==> config.mk <==
export PLATFORM = sky130hd
export DESIGN_NAME = peak_track
export DESIGN_NICKNAME = d
export VERILOG_FILES = /design/src/rtl/peak_track.sv
export SDC_FILE = /design/constraint.sdc
export NUM_CORES = 2
export LEC_CHECK = 0
export BUFFER_PORTS_ARGS = -buffer_cell sky130_fd_sc_hd__buf_2
export CAP_MARGIN = 20
export CORE_UTILIZATION = 63
export CTS_CLUSTER_SIZE = 30
export DETAILED_ROUTE_END_ITERATION = 8
export PLACE_DENSITY_LB_ADDON = 0.12
export SLEW_MARGIN = 20
export SYNTH_ARGS = -nofsm -noshare
export SYNTH_HDL_FRONTEND = slang
export SYNTH_SLANG_ARGS = --single-unit
==> constraint.sdc <==
create_clock -name clk -period 46.3 [get_ports clk]
set_input_delay 13.89 -clock clk [delete_from_list [all_inputs] [get_ports clk]]
set_output_delay 13.89 -clock clk [all_outputs]
set_load 0.02 [all_outputs]
==> src/rtl/peak_track.sv <==
// -----------------------------------------------------------------------------
// peak_track
//
// Sits behind the FFT peak detector. Collects one NPEAKS-entry peak frame
// (freq, mag, phaseA, phaseB), resolves the two-way phase ambiguity of each
// peak against that peak's phase in the previous frame, keeps a per-peak
// frequency-stability lock counter, and re-emits the frame over a
// valid/ready stream. All data is 32-bit two's complement with 8 fractional
// bits.
//
// Optional build macro: PEAK_TRACK_UNWRAP_EN
//   defined   : source_phase is an unwrapped cumulative phase
//               (previous phase + chosen wrapped delta, modulo 2^32).
//   undefined : source_phase is the chosen raw candidate.
//
// Ports
//   clk, reset        clock (rising edge), asynchronous active-high reset
//   hist_clr          clear all per-peak history (deferred while busy)
//   sink_*            input frame stream, no backpressure
//   source_ready      consumer accepts the current output entry
//   source_*          registered output entry (idx, freq, mag, phase, lock)
//   frame_err         one-cycle pulse on a malformed frame
//   overrun           one-cycle pulse when a frame starts while busy
// -----------------------------------------------------------------------------
module peak_track #(
    parameter int NPEAKS   = 4,
    parameter int FREQ_TOL = 2560,
    parameter int LOCK_CNT = 3
) (
    input  logic                      clk,
    input  logic                      reset,
    input  logic                      hist_clr,
    input  logic                      sink_sop,
    input  logic                      sink_eop,
    input  logic                      sink_valid,
    input  logic [31:0]               sink_freq,
    input  logic [31:0]               sink_mag,
    input  logic [31:0]               sink_phaseA,
    input  logic [31:0]               sink_phaseB,
    input  logic                      source_ready,
    output logic                      source_valid,
    output logic                      source_sop,
    output logic                      source_eop,
    output logic [$clog2(NPEAKS)-1:0] source_idx,
    output logic [31:0]               source_freq,
    output logic [31:0]               source_mag,
    output logic [31:0]               source_phase,
    output logic                      source_lock,
    output logic                      frame_err,
    output logic                      overrun
);

    localparam int                IW        = $clog2(NPEAKS);
    localparam int                LW        = $clog2(LOCK_CNT + 1);
    localparam logic [IW-1:0]     LAST      = IW'(NPEAKS - 1);
    localparam logic [LW-1:0]     LOCK_MAX  = LW'(LOCK_CNT);
    localparam logic signed [32:0] HALF_TURN = 33'sd46080;   // 180 deg
    localparam logic signed [32:0] FULL_TURN = 33'sd92160;   // 360 deg

    typedef enum logic [1:0] {IDLE, COLLECT, RESOLVE, EMIT} state_t;

    state_t state, state_nxt;

    // idx is the collect count, the resolve pointer and the emit pointer.
    logic [IW-1:0]     idx;
    logic [31:0]       freq_buf   [NPEAKS];
    logic [31:0]       mag_buf    [NPEAKS];
    logic [31:0]       pha_buf    [NPEAKS];
    logic [31:0]       phb_buf    [NPEAKS];
    logic [31:0]       res_buf    [NPEAKS];
    logic [31:0]       hist_phase [NPEAKS];
    logic [31:0]       hist_freq  [NPEAKS];
    logic [LW-1:0]     lock_cnt   [NPEAKS];
    logic [NPEAKS-1:0] hist_valid;
    logic              clr_pend;

    function automatic logic signed [32:0] sx(input logic [31:0] v);
        return $signed({v[31], v});
    endfunction

    // Bring a phase difference into (-180, 180] degrees with one correction.
    function automatic logic signed [32:0] wrap(input logic signed [32:0] d);
        if (d > HALF_TURN)   return d - FULL_TURN;
        if (d <= -HALF_TURN) return d + FULL_TURN;
        return d;
    endfunction

    function automatic logic [32:0] abs33(input logic signed [32:0] d);
        return d[32] ? $unsigned(-d) : $unsigned(d);
    endfunction

    // ---------------------------------------------------------------- control
    logic          store_en, err_nxt, ovr_nxt, emit_load, emit_done, hist_wipe;
    logic [IW-1:0] store_ptr, emit_sel;

    // NOTE: every signal written here gets a default first, so no path through
    // the case statement can leave a latch behind.
    always_comb begin
        state_nxt = state;
        store_en  = 1'b0;
        store_ptr = idx;
        err_nxt   = 1'b0;
        ovr_nxt   = 1'b0;
        emit_load = 1'b0;
        emit_done = 1'b0;
        emit_sel  = idx;
        case (state)
            IDLE: begin
                if (sink_valid && sink_sop) begin
                    store_en  = 1'b1;
                    store_ptr = '0;
                    state_nxt = COLLECT;
                end
            end
            COLLECT: begin
                if (sink_valid) begin
                    if (sink_sop) begin
                        store_en  = 1'b1;
                        store_ptr = '0;
                        err_nxt   = 1'b1;
                    end else if (sink_eop && idx == LAST) begin
                        store_en  = 1'b1;
                        state_nxt = RESOLVE;
                    end else if (sink_eop || idx == LAST) begin
                        err_nxt   = 1'b1;
                        state_nxt = IDLE;
                    end else begin
                        store_en  = 1'b1;
                    end
                end
            end
            RESOLVE: begin
                ovr_nxt = sink_valid && sink_sop;
                if (idx == LAST) state_nxt = EMIT;
            end
            EMIT: begin
                ovr_nxt = sink_valid && sink_sop;
                if (!source_valid) begin
                    emit_load = 1'b1;
                end else if (source_ready) begin
                    if (idx == LAST) begin
                        emit_done = 1'b1;
                        state_nxt = IDLE;
                    end else begin
                        emit_load = 1'b1;
                        emit_sel  = idx + 1'b1;
                    end
                end
            end
            default: state_nxt = IDLE;
        endcase
    end

    // A clear seen while busy is held until the frame has been emitted.
    assign hist_wipe = (hist_clr && (state == IDLE || state == COLLECT)) ||
                       (emit_done && (hist_clr || clr_pend));

    // ---------------------------------------------------------------- resolve
    logic signed [32:0] d_a, d_b, d_f;
    logic               take_b;
    logic [31:0]        phase_res;
    logic [LW-1:0]      lock_nxt;

    always_comb begin
        d_a    = wrap(sx(pha_buf[idx]) - sx(hist_phase[idx]));
        d_b    = wrap(sx(phb_buf[idx]) - sx(hist_phase[idx]));
        d_f    = sx(freq_buf[idx]) - sx(hist_freq[idx]);
        // Strictly closer B wins; a tie or a peak without history keeps A.
        take_b = hist_valid[idx] && (abs33(d_b) < abs33(d_a));
`ifdef PEAK_TRACK_UNWRAP_EN
        if (!hist_valid[idx])
            phase_res = pha_buf[idx];
        else
            phase_res = hist_phase[idx] + 32'(take_b ? d_b : d_a);
`else
        phase_res = take_b ? phb_buf[idx] : pha_buf[idx];
`endif
        if (hist_valid[idx] && abs33(d_f) <= 33'(FREQ_TOL))
            lock_nxt = (lock_cnt[idx] == LOCK_MAX) ? LOCK_MAX : lock_cnt[idx] + 1'b1;
        else
            lock_nxt = '0;
    end

    // ---------------------------------------------------------------- registers
    always_ff @(posedge clk or posedge reset) begin
        if (reset) state <= IDLE;
        else       state <= state_nxt;
    end

    // NOTE: sequential state uses non-blocking assignments only, so every
    // register here samples the values that existed before the edge.
    always_ff @(posedge clk or posedge reset) begin
        if (reset) begin
            idx          <= '0;
            hist_valid   <= '0;
            clr_pend     <= 1'b0;
            frame_err    <= 1'b0;
            overrun      <= 1'b0;
            source_valid <= 1'b0;
            source_sop   <= 1'b0;
            source_eop   <= 1'b0;
            source_idx   <= '0;
            source_freq  <= '0;
            source_mag   <= '0;
            source_phase <= '0;
            source_lock  <= 1'b0;
            // NOTE: the arrays are reset as well, not just their valid bits,
            // so nothing stale from before reset can ever reach an output.
            for (int i = 0; i < NPEAKS; i++) begin
                freq_buf[i]   <= '0;
                mag_buf[i]    <= '0;
                pha_buf[i]    <= '0;
                phb_buf[i]    <= '0;
                res_buf[i]    <= '0;
                hist_phase[i] <= '0;
                hist_freq[i]  <= '0;
                lock_cnt[i]   <= '0;
            end
        end else begin
            frame_err <= err_nxt;
            overrun   <= ovr_nxt;

            // Storing the last entry wraps idx to 0, ready for RESOLVE.
            if (store_en) begin
                freq_buf[store_ptr] <= sink_freq;
                mag_buf[store_ptr]  <= sink_mag;
                pha_buf[store_ptr]  <= sink_phaseA;
                phb_buf[store_ptr]  <= sink_phaseB;
                idx                 <= store_ptr + 1'b1;
            end

            // The last resolve step also wraps idx to 0, ready for EMIT.
            if (state == RESOLVE) begin
                res_buf[idx]    <= phase_res;
                lock_cnt[idx]   <= lock_nxt;
                hist_phase[idx] <= phase_res;
                hist_freq[idx]  <= freq_buf[idx];
                hist_valid[idx] <= 1'b1;
                idx             <= idx + 1'b1;
            end

            if (emit_load) begin
                source_valid <= 1'b1;
                source_sop   <= (emit_sel == '0);
                source_eop   <= (emit_sel == LAST);
                source_idx   <= emit_sel;
                source_freq  <= freq_buf[emit_sel];
                source_mag   <= mag_buf[emit_sel];
                source_phase <= res_buf[emit_sel];
                source_lock  <= (lock_cnt[emit_sel] == LOCK_MAX);
                idx          <= emit_sel;
            end
            if (emit_done) source_valid <= 1'b0;

            if (hist_clr && (state == RESOLVE || state == EMIT)) clr_pend <= 1'b1;
            if (hist_wipe) begin
                hist_valid <= '0;
                clr_pend   <= 1'b0;
                for (int i = 0; i < NPEAKS; i++) begin
                    hist_phase[i] <= '0;
                    hist_freq[i]  <= '0;
                    lock_cnt[i]   <= '0;
                end
            end
        end
    end

endmodule
==> impl_metrics.toml <==
[outcome]
status = "complete, no violations"

[final_layout]
fill_cells = 6274
num-nets-final = 5261
final_cells = 6228
design_area_sq_um = 61060
drive_gt1_share_pct = 28.13
regArea_sq_um = 25460
syn_to_final_growth_pct = 9.910
multi_input_area_sq_um = 28610

[yosys]
syn_area_sq_um = 55560
synth_edf_count = 0
synthTopCellsByArea = "dfrtp_1 46%, mux2_2 12%, mux4_2 10%"
synth_nets = 5175
synthCells = 4889
ys.flop_type = "dfrtp_1"
yosysWarnings = 0
yosysTopAreaCell = "dfrtp_1"
synth.most_common_cell = "dfrtp_1"
synthTopCellsByCount = "1,017 x dfrtp_1, 612 x mux2_2, 432 x nand2_1"
synth_top_area_share_pct = 45.81
ys_ff_latch = 1017
avgSynthCellArea_sq_um = 11.36
seq_area_frac_synth_pct = 45.81
synthArstFlopShare_pct = 100.0
synth.distinct_cells = 110

[drt]
top_layer = "met5"
vias = 40170
wirelength_met1_microns = 61240
antenna_left = 0
route.met2.wl_microns = 71190
drt-wirelength-per-cell_microns = 23.25
drt_wl_total_microns = 144800
dr_wl_met3_microns = 7884
drtPass1Iterations = 6
drc = 0
drtIter0Drc = 3376
viasPerCell = 6.449

[clock_tree]
clock_latency_ps = 710
clock_sink_count = 1017
cts_setup_buffers = 0
h-tree-depth = 3
cts_made_buffers = 103
root_buffer = "clkbuf_16"
cts_buffer_depth = 3
cts_hold_buf = 0
cts_tree = "yes"
cts_resized = 0
path_clk_slew_ps = 60

[timing]
max_slew_margin_pct = 20.79
fin_crit_sh_pct = 37.27
fin_crit_ps = 17260
slew_viol_final = 0
hold_viol_final = 0
skew_ps = 52.77
clock.fmax_mhz = 57.95
finalSetupViolations = 0
rsz0062_at_grt = "false"
tns_ps = 0
tightestPinTransition_ps = 1155

[global_routing]
grt_pass1_wl_microns = 232100
grt_antenna_before_repair = 19
grt_start_max_net_pins = 182
grt_use_total_pct = 32.90
grt_pass1_vias = 40650
grt.overflow.total = 0

[setup_path]
crit_buf_inv = 6
critPathArrivalTime_ps = 17980
endpoint_kind = "async pin"
cp_cell_sequence = "buf_2 > inv_8 > buf_4 > buf_4 > buf_4 > buf_4"
critPathMaxStageDelay_ps = 850
cp_max_fo = 122
cpMostUsedCell = "buf_4"
cp_slowest_cell = "buf_4"
critPathKind = "in -> async"
cp-start-kind = "input port"
crit_required_ps = 47030
path_delay_family = "buffers and inverters"

[floorplanning]
core_area_sq_um = 87020
die_w_microns = 299.0
die_h_microns = 299.0
dieArea_sq_um = 89370
start_util_pct = 63.84
rows = 108
io_pins = 239

[placed_design]
gp_congestion = 1.016
dpl.hpwl_microns = 98230
dp_cells = 6025
io_buffer_count = 238
postPlaceCellArea_sq_um = 57560

[flow_run]
cap_violations = 0

[min_path]
min_path_type = "reg -> reg"
-- final timing paths --
check	slack, ps	endpoint	startpoint	cells past startpoint
setup / recovery	29040	mag_buf[58]	reset	6
hold / removal	470	source_eop	source_eop	2
setup reg to reg	33320	res_buf[22]	idx[0]	35
max in group clk	29540	pha_buf[85]	sink_valid	10
hold reg to reg	470	source_eop	source_eop	2
min in group asynchronous	13370	source_phase[15]	reset	2
-- sequential cells by signal, indices dropped and copies added (netlist names), 4 cells and up, named ones only --
name / count
hist_valid: 4
mag_buf: 128
phb_buf: 128
hist_phase: 128
source_phase: 32
freq_buf: 128
lock_cnt: 8
source_mag: 32
res_buf: 128
pha_buf: 128
hist_freq: 128
source_freq: 32
-- cells in the final DEF, fill, tap and decap left out, types with 37 or more instances in the layout --
master	count
nand3_1	181
clkbuf_16	103
mux4_2	259
a21oi_1	387
a21o_1	71
buf_4	53
xnor2_1	102
buf_2	238
xor2_1	62
dfrtp_1	1015
o21ai_0	246
nand4_1	40
nor2_1	270
mux2_2	612
inv_1	108
or3_1	37
nand2_1	426
ha_1	148
nor3_1	57
-- logic make-up (layout without fill, tap and decap cells) --
logic type      after synthesis  after routing  synth area share [%]
simple gates               1218           1218                 10.41
other cells                   2             12               0.01352
buf+inv                     422            596                 2.905
flops                      1017           1017                 45.81
compound gates             1002           1002                 11.15
xor+xnor                    166            166                 2.644
fa+ha+maj                   151            151                 3.441
mux                         911            911                 23.63
-- through the flow --
stage | utilization (%) | setup slack [ps] | hold slack (ps)
after floorplan | - | 3792 | 441.6
after global placement | 66.12 | 28000 | 453.2
after detailed placement | 66.15 | 28010 | 461.2
after CTS | 70.13 | 28750 | 474.8
after global routing | 70.15 | 28390 | 499.0
final | 70.17 | 29040 | 469.9
-- tightest hold or removal path: stages (launching register included) --
cell and delay (ps):
dfrtp_1 330, nand2_1 50, o31ai_1 50
-- final cells by class --
class / instances / area share, %
well taps: 1155 / 2.367
clock inverters: 38 / 0.7315
repair buffers: 294 / 2.686
inverters: 109 / 0.6823
multi-input cells: 3450 / 46.85
flip-flops and latches: 1017 / 41.69
clock buffers: 155 / 4.951
diodes: 10 / 0.04098
-- per-layer routing --
metal / GRT usage [%] / vias to the layer above
met2: 54.02 / 1209
met1: 45.65 / 20540
li1: - / 18140
met4: 10.67 / 16
met3: 4.529 / 259
met5: 0 / -
Power is not shown: default switching activity piles up to over one toggle a cycle in this logic, so the estimate is an artifact.
